==> src/rtl/cneg_pkg.sv <==
// Shared constants for the serial complement/negate unit: mode codes,
// FSM state encoding and default geometry.
package cneg_pkg;

  localparam int DEF_WIDTH = 16;
  localparam int DEF_DIGIT = 4;

  localparam logic [1:0] MODE_PASS = 2'b00;
  localparam logic [1:0] MODE_INV  = 2'b01;
  localparam logic [1:0] MODE_NEG  = 2'b10;
  localparam logic [1:0] MODE_ABS  = 2'b11;

  typedef enum logic [1:0] {
    ST_IDLE = 2'b00,
    ST_RUN  = 2'b01,
    ST_DONE = 2'b10
  } state_t;

endpackage

==> src/rtl/cneg_digit.sv <==
// One digit slice: optional ones-complement of the operand digit plus a
// single-bit carry-in, returning the digit sum and carry-out.
module cneg_digit #(
  parameter int DIGIT = 4
) (
  input  logic [DIGIT-1:0] d,
  input  logic             inv,
  input  logic             cin,
  output logic [DIGIT-1:0] sum,
  output logic             cout
);

  logic [DIGIT:0] full;

  always_comb begin
    full = {1'b0, d ^ {DIGIT{inv}}} + {{DIGIT{1'b0}}, cin};
    sum  = full[DIGIT-1:0];
    cout = full[DIGIT];
  end

endmodule

==> src/rtl/cneg16_serial.sv <==
// Digit-serial pass / invert / negate / abs unit with a registered carry,
// trading NDIG+2 cycles per operation for a DIGIT-bit adder.
//
// state | meaning
// IDLE  | Ready=1, waiting for Start
// RUN   | one digit per edge, LSB digit first
// DONE  | Done=1 for one cycle, Out/Ovf valid
module cneg16_serial
  import cneg_pkg::*;
#(
  parameter int WIDTH = DEF_WIDTH,
  parameter int DIGIT = DEF_DIGIT
) (
  input  logic             clk,
  input  logic             rst_n,
  input  logic             Start,
  input  logic [WIDTH-1:0] In,
  input  logic [1:0]       Mode,
  output logic             Ready,
  output logic             Done,
  output logic [WIDTH-1:0] Out,
  output logic             Ovf
);

  localparam int NDIG = WIDTH / DIGIT;
  localparam int CW   = (NDIG > 1) ? $clog2(NDIG) : 1;

  state_t state, state_nxt;

  logic [WIDTH-1:0] sh;
  logic [WIDTH-1:0] res;
  logic [CW-1:0]    cnt;
  logic             inv_q;
  logic             carry;
  logic             ovf_pend;

  logic             accept;
  logic             last;
  logic             inv_sel;
  logic             cin_sel;
  logic             ovf_sel;
  logic [DIGIT-1:0] dsum;
  logic             dcout;
  logic [WIDTH-1:0] res_nxt;

  cneg_digit #(.DIGIT(DIGIT)) u_digit (
    .d    (sh[DIGIT-1:0]),
    .inv  (inv_q),
    .cin  (carry),
    .sum  (dsum),
    .cout (dcout)
  );

  always_comb begin
    inv_sel = 1'b0;
    cin_sel = 1'b0;
    case (Mode)
      MODE_PASS: begin inv_sel = 1'b0;       cin_sel = 1'b0;       end
      MODE_INV:  begin inv_sel = 1'b1;       cin_sel = 1'b0;       end
      MODE_NEG:  begin inv_sel = 1'b1;       cin_sel = 1'b1;       end
      MODE_ABS:  begin inv_sel = In[WIDTH-1]; cin_sel = In[WIDTH-1]; end
      default:   begin inv_sel = 1'b0;       cin_sel = 1'b0;       end
    endcase
    // only the most-negative value has no representable negation
    ovf_sel = ((Mode == MODE_NEG) || (Mode == MODE_ABS)) &&
              (In == {1'b1, {(WIDTH-1){1'b0}}});
    res_nxt = {dsum, res[WIDTH-1:DIGIT]};
  end

  always_ff @(posedge clk or negedge rst_n) begin
    if (!rst_n) state <= ST_IDLE;
    else        state <= state_nxt;
  end

  always_comb begin
    state_nxt = state;
    Ready     = 1'b0;
    Done      = 1'b0;
    accept    = 1'b0;
    last      = 1'b0;
    case (state)
      ST_IDLE: begin
        Ready  = 1'b1;
        accept = Start;
        if (Start) state_nxt = ST_RUN;
      end
      ST_RUN: begin
        last = (cnt == CW'(NDIG - 1));
        if (last) state_nxt = ST_DONE;
      end
      ST_DONE: begin
        Done      = 1'b1;
        state_nxt = ST_IDLE;
      end
      default: state_nxt = ST_IDLE;
    endcase
  end

  always_ff @(posedge clk or negedge rst_n) begin
    if (!rst_n) begin
      sh       <= '0;
      res      <= '0;
      cnt      <= '0;
      inv_q    <= 1'b0;
      carry    <= 1'b0;
      ovf_pend <= 1'b0;
      Out      <= '0;
      Ovf      <= 1'b0;
    end else if (accept) begin
      sh       <= In;
      inv_q    <= inv_sel;
      carry    <= cin_sel;
      cnt      <= '0;
      ovf_pend <= ovf_sel;
    end else if (state == ST_RUN) begin
      sh    <= sh >> DIGIT;
      res   <= res_nxt;
      carry <= dcout;
      cnt   <= cnt + 1'b1;
      // Out/Ovf only move on the edge entering DONE
      if (last) begin
        Out <= res_nxt;
        Ovf <= ovf_pend;
      end
    end
  end

endmodule

==> config.mk <==
export PLATFORM = sky130hd
export DESIGN_NAME = cneg16_serial
export DESIGN_NICKNAME = d
export VERILOG_FILES = /design/src/rtl/cneg_pkg.sv /design/src/rtl/cneg_digit.sv /design/src/rtl/cneg16_serial.sv
export SDC_FILE = /design/constraint.sdc
export NUM_CORES = 1
export LEC_CHECK = 0
export BUFFER_PORTS_ARGS = -buffer_cell sky130_fd_sc_hd__buf_4
export CAP_MARGIN = 20
export CORE_MARGIN = 2
export CORE_UTILIZATION = 45
export DETAILED_ROUTE_END_ITERATION = 10
export GPL_TIMING_DRIVEN = 0
export PLACE_DENSITY_LB_ADDON = 0.1
export SLEW_MARGIN = 20
export SYNTH_ARGS = -nofsm -noshare
export SYNTH_HDL_FRONTEND = slang
export SYNTH_SLANG_ARGS = --single-unit
==> constraint.sdc <==
create_clock -name clk -period 1.5 [get_ports clk]
set_clock_uncertainty 0.05 [all_clocks]
set_input_delay 0.45 -clock clk [delete_from_list [all_inputs] [get_ports clk]]
set_output_delay 0.45 -clock clk [all_outputs]
set_load 0.01 [all_outputs]
Word level (Yosys, flattened, before mapping) --
Index checks and enable logic that the tools add are counted.
Operators by class: multiplexer cells 15, magnitude comparators 0, add/subtract/negate cells 2, shifts and indexed selects 0, eq/ne operators 9, reduce and logical (&&, ||, !) cells 10, divide/modulo/power cells 0, bitwise logic cells 2, multipliers 0
Operators with widths (number):
- $mux 16 | 2
- $eq 16x16->1 const B | 1
- $eq 2x2->1 const B | 4
- $mux 2 | 4
- $mux 1 | 6
- $pmux 1 s3 | 2
- $add 4x1->5 | 1
- $eq 2x1->1 const B | 2
- $logic_not 2->1 | 2
- $ne 2x2->1 const B | 2
- $pmux 2 s2 | 1
- $reduce_and 2->1 | 2
- $reduce_or 2->1 | 2
- $xor 4x4->4 | 1
- $reduce_and 3->1 | 1
- $add 2x1->2 const B | 1
- $reduce_bool 2->1 | 1
- $logic_and 1x1->1 | 1
- $logic_or 1x1->1 | 1
- $not 1->1 | 1
Storage, ports and cells: word-level logic and storage cells 47, latch bits 0, flip-flop bits (word level) 56, output and inout port bits 19, RAM bits 0, memories kept 0, bits in read-only memories 0, input port bits 21

Longest topological paths before layout --
depth after elaboration 4, mapped depth 7, gate-level depth less buffers 6

Hierarchy --
Synthesis repeated with hierarchy kept, for this count alone.
Second synthesis, totals: cells, all modules 215, area total of the unflattened synthesis 2341.0 µm²
Modules (own cells, without submodules):
- cneg16_serial | instances 1, area an instance 2189.6 µm², seq. area each 1301.2 µm², cells an instance 196
- cneg_digit | instances 1, area an instance 151.4 µm², seq. area each 0.0 µm², cells an instance 19

Least setup slack after synthesis --
Ideal clock, no wire load.
path kind register -> register, start point reg inv_q, end point reg Out[15], path buffers 1, setup slack -0.121 ns, stages on the path, launching flop included 8, setup time 0.082 ns, period minus slack after synthesis 1.621 ns, data required time 1.368 ns, data arrival time 1.489 ns, path through dfrtp_1 -> buf_2 -> xor2_1 -> ha_1 -> nand2b_1 -> a21oi_1 -> or3_1 -> a31oi_1
Between the ends: word-level cells in the longest chain between the ends 2
Ends and longest elaborated chain:
- start: declaration | line cneg16_serial.sv:33 | logic inv_q;
- start signal: assignment | line cneg16_serial.sv:111 | inv_q <= inv_sel;
- $xor 4x4->4 | line cneg_digit.sv:16 | full = {1'b0, d ^ {DIGIT{inv}}} + {{DIGIT{1'b0}}, cin};
- $add 4x1->5 | line cneg_digit.sv:16
- end signal: assignment | line cneg16_serial.sv:122 | Out <= res_nxt;
- end: declaration | line cneg16_serial.sv:21 | output logic [WIDTH-1:0] Out,
Every way passes these cells. A chain may end at the register's enable or synchronous reset.

Worst setup path in the final report --
start point reg inv_q, end point reg res[14]
Between the ends: word-level cells in the longest chain between the ends 2
Ends and longest elaborated chain:
- $xor 4x4->4 | line cneg_digit.sv:16
- $add 4x1->5 | line cneg_digit.sv:16
- end signal: assignment | line cneg16_serial.sv:117 | res <= res_nxt;
- end: declaration | line cneg16_serial.sv:31 | logic [WIDTH-1:0] res;
Every way passes these cells.

==> results.md <==
Global routing:
- Entering global routing, the biggest net connects 53 pins.
- The first global-routing pass estimated 7710 um of wire.
- The combined global-route utilization of all metal layers is 0.186.
- The total congestion overflow after global routing is 0.
- The number of antenna violations at the first check in global routing is 0.
- The number of global-route vias before repair was 1,563.

STA:
- The worst pin sits at a relative slew slack of 0.564.
- Hold is met by 118 ps.
- After layout, the minimum clock period comes to 1640 ps.
- The fmax is 609 MHz.
- The final count of hold timing violations is 0.
- Setup repair after global routing could not meet its margin everywhere.
- The number of setup violations in the final report is 7.
- For the pin with the worst max-slew slack, the measured transition is 654 ps.
- Of the available clock period, the critical path in the final layout requires 1.09.
- The count of pins over their slew limit was 0.
- Across all setup checks in the final design, the least slack found is -142 ps.

Clock network:
- The hold buffer count at cts is 0.
- The number of sinks on the clock net is 52.
- The count of H-tree levels built during CTS is 2.
- The clock passes through at most 2 buffers.
- The clock latency at the later pin of the worst-skew pair is 310 ps.
- The root buffer cell is sky130_fd_sc_hd__clkbuf_8.
- TritonCTS created 5 clock buffers.
- After clock tree synthesis, the clock-pin slew on the worst setup and hold paths is 100 ps.
- The TritonCTS clock tree is yes.

Die:
- The number of cell rows is 25.
- The die extent in y is between 70 and 80 um.
- The initial cell density of the core is 0.472.
- 40 I/O pins were placed.
- The chip width is 74.8 um.
- The die covers 5600 sq um.
- The core area is ~4800 sq um.

Job:
- The reported max-cap violation count is 0.

Routing:
- The vias after detailed routing is 1,655.
- The length of routed met3 wiring is approximately 160 um.
- After detailed routing, the total wire length is 4740 um.
- The number of vias per cell is 4.96.
- For this block, wires on met1 add up to 2210 um.
- The mean routed wirelength per cell is ~14 um.
- The number of detailed-routing iterations run before antenna repair is 4.
- The post-detailed-route DRC marker count is 0.
- The routed length on met2 is around 2300 um.
- After detailed routing, no signal wire sits above met4.
- The residual antenna-violating net count after detailed routing is 0.
- The number of design-rule violations left by the first detailed-router iteration is 58.

Outcome:
- The final reports fail on negative setup slack.
- The run finished, with violations left.

Synth:
- For this run, the number of Yosys warnings is 0.
- The post-synthesis average cell area is 10.8 sq um.
- Counting flops and latches in the post-synthesis netlist gives between 50 and 60.
- The number of library cell types mapped by synthesis is 32.
- The instance count of the mapped netlist is 210.
- The net count of the mapped netlist is 237.
- The fraction of the yosys area taken by sequential cells is 0.576.
- The post-synth design cell area is about 2300 sq um.

Pwr:
- Summed over all cells, the static leakage comes to 1.48 nW.
- The total power per unit cell area is approximately 2100 nW/um^2.
- IR analysis of the VDD net gives a maximum drop of 0.806 mV.
- The design draws approximately 0.0062 W.

Placed design:
- The cell area after placement is about 2700 sq um.
- The placed wire-length estimate is 3190 um.
- After detailed placement, the design holds a cell count of 316.
- At the end of routability-driven placement, the weighted congestion stood at 0.795.
- The count of buffers added on input and output ports is 39.

Critical path:
- The origin of the critical flop-to-flop path is inv_q.
- The startpoint type of the worst setup path is a flop.
- The last element of the critical path is res[14].
- The number of cells on the worst reg-to-reg path is 6.
- The critical path arrival is 1780 ps.
- The startpoint of the most critical setup path is inv_q.
- The kind of end point of the critical path is a flop.
- The largest fanout on the critical path is 4.
- At the worst endpoint, the required time is 1640 ps.
- In this run the critical register-to-register path is captured at res[14].
- In this run the register-to-register setup slack is -140 ps.
- The critical path is of the flop to flop type.

Cells and area:
- 0 antenna diodes ended up in the layout.
- Counting the fill cells in the layout gives 432.
- Of the cells placed in the final design, the portion with a size suffix greater than 1 is 0.375.
- From synthesis to final layout, the design area changed by 31.0%.
- With fillers left out, the area of the finished cells amounts to about 3000 sq um.
- The number of standard cells in the layout, taps in and fillers out is 334.
- The count of nets after finishing is 293.

Min path:
- The class of the tightest hold or removal check is input port to async pin.
cell families (layout without fill, tap and decap cells):
logic type / count (synthesis) / count (layout) / synth area share
multiplexers: 15 / 15 / 0.0864
XOR/XNOR: 4 / 4 / 0.0155
buffers and inverters: 13 / 69 / 0.0288
flip-flops: 52 / 52 / 0.576
AND/OR/NAND/NOR: 86 / 87 / 0.164
AO/OA/AOI/OAI: 34 / 34 / 0.0959
adder cells (fa/ha/maj): 6 / 6 / 0.0332
synth_stat cells:
library cell                instances  area share
sky130_fd_sc_hd__nor2_2             1      0.0028
sky130_fd_sc_hd__a32oi_1            1      0.0039
sky130_fd_sc_hd__ha_1               6       0.033
sky130_fd_sc_hd__nand2_4            1      0.0050
sky130_fd_sc_hd__or3_1              1      0.0028
sky130_fd_sc_hd__buf_2              4      0.0089
sky130_fd_sc_hd__nor2_1             3      0.0050
sky130_fd_sc_hd__clkbuf_1           4      0.0066
sky130_fd_sc_hd__nor4_1             3      0.0083
sky130_fd_sc_hd__nand2_1           68        0.11
sky130_fd_sc_hd__inv_1              2      0.0033
sky130_fd_sc_hd__a22o_1             1      0.0039
sky130_fd_sc_hd__mux2_2             8       0.040
sky130_fd_sc_hd__nor2b_1            2      0.0055
sky130_fd_sc_hd__o31ai_1            1      0.0033
sky130_fd_sc_hd__nand3_1            1      0.0022
sky130_fd_sc_hd__o2111ai_1          1      0.0039
sky130_fd_sc_hd__xnor2_1            1      0.0039
sky130_fd_sc_hd__a22oi_1           12       0.040
sky130_fd_sc_hd__inv_2              1      0.0017
sky130_fd_sc_hd__buf_4              1      0.0033
sky130_fd_sc_hd__dfrtp_1           52        0.58
sky130_fd_sc_hd__buf_6              1      0.0050
sky130_fd_sc_hd__nor3b_2            1      0.0055
sky130_fd_sc_hd__o21ai_0           12       0.027
sky130_fd_sc_hd__mux2_4             7       0.047
sky130_fd_sc_hd__nand2b_1           3      0.0083
sky130_fd_sc_hd__xor2_1             3       0.012
sky130_fd_sc_hd__a31oi_1            2      0.0055
sky130_fd_sc_hd__a21oi_1            4      0.0089
sky130_fd_sc_hd__nand3b_1           1      0.0033
sky130_fd_sc_hd__nor3_1             1      0.0022
report_power, final:
| group | total [W] | internal (W) | leakage (nW) | switching [W] |
|---|---|---|---|---|
| Combinational | 0.00281 | 0.00142 | 0.770 | 0.00138 |
| Clock | 0.000963 | 0.000494 | 0.0541 | 0.000469 |
| Sequential | 0.00245 | 0.00203 | 0.653 | 0.000422 |
layer usage:
metal,vias to the layer above,track usage
met3,4,0.0402
met2,42,0.278
met5,-,0
li1,822,-
met4,0,0.0714
met1,787,0.266
what timing repair did:
item,4_1_cts,5_1_grt
endpoints found under the hold margin,0,0
pin swaps,3,7
resized for setup,10,19
buffers inserted,4,5
cloned,0,2
setup endpoints to repair,33,42
state kept, by name, summed over array words and instances, names as in the netlist, 2 cells and up:
signal,cells
sh,16
state,2
Out,16
res,12
cnt,2
per-stage QoR:
step	setup TNS (ps)	worst slack (ps)	utilization
final	-552	-142	0.618
after global routing	-1250	-225	0.618
after CTS	-694	-190	0.591
after detailed placement	-2820	-198	0.555
after global placement	-2950	-189	0.555
after floorplan	-113	-42.7	-
final cells by class:
cell class                      count  area [sq um]  share of cell area
Timing Repair Buffer               49           389               0.132
Multi-Input combinational cell    146           978               0.331
Sequential cell                    52          1310               0.441
Buffer                              9          78.8              0.0266
Clock inverter                      3          42.5              0.0144
Clock buffer                        5          68.8              0.0233
Tap cell                           67          83.8              0.0283
Inverter                            3          11.3             0.00381
worst max-delay path, stage by stage (launching register included):
cell	delay [ps]
sky130_fd_sc_hd__dfrtp_2	440
sky130_fd_sc_hd__xor2_1	150
sky130_fd_sc_hd__ha_2	210
sky130_fd_sc_hd__ha_4	160
sky130_fd_sc_hd__xor2_1	140
sky130_fd_sc_hd__xnor2_1	270
sky130_fd_sc_hd__o21ai_1	90
cells in the final DEF, fill, tap and decap left out, drive strengths merged, types with 2 or more instances in the layout:
master / Yosys / routed
o21ai: 12 / 12
nor2b: 2 / 2
nand2: 69 / 70
clkbuf: 4 / 10
inv: 3 / 3
buf: 6 / 53
mux2: 15 / 15
a31oi: 2 / 2
nor4: 3 / 3
nor2: 4 / 4
a22oi: 12 / 12
nand2b: 3 / 3
xor2: 3 / 3
dfrtp: 52 / 52
ha: 6 / 6
a21oi: 4 / 4
worst min path at each step:
stage / from / cells after the start / endpoint
2_1_floorplan: rst_n / 0 / Out[0]
3_3_place_gp: res[5] / 2 / res[5]
3_5_place_dp: sh[7] / 2 / sh[7]
4_1_cts: rst_n / 1 / sh[7]
5_1_grt: rst_n / 1 / sh[3]
6_report: rst_n / 1 / Out[10]
Power figures use the tool's default switching activity.
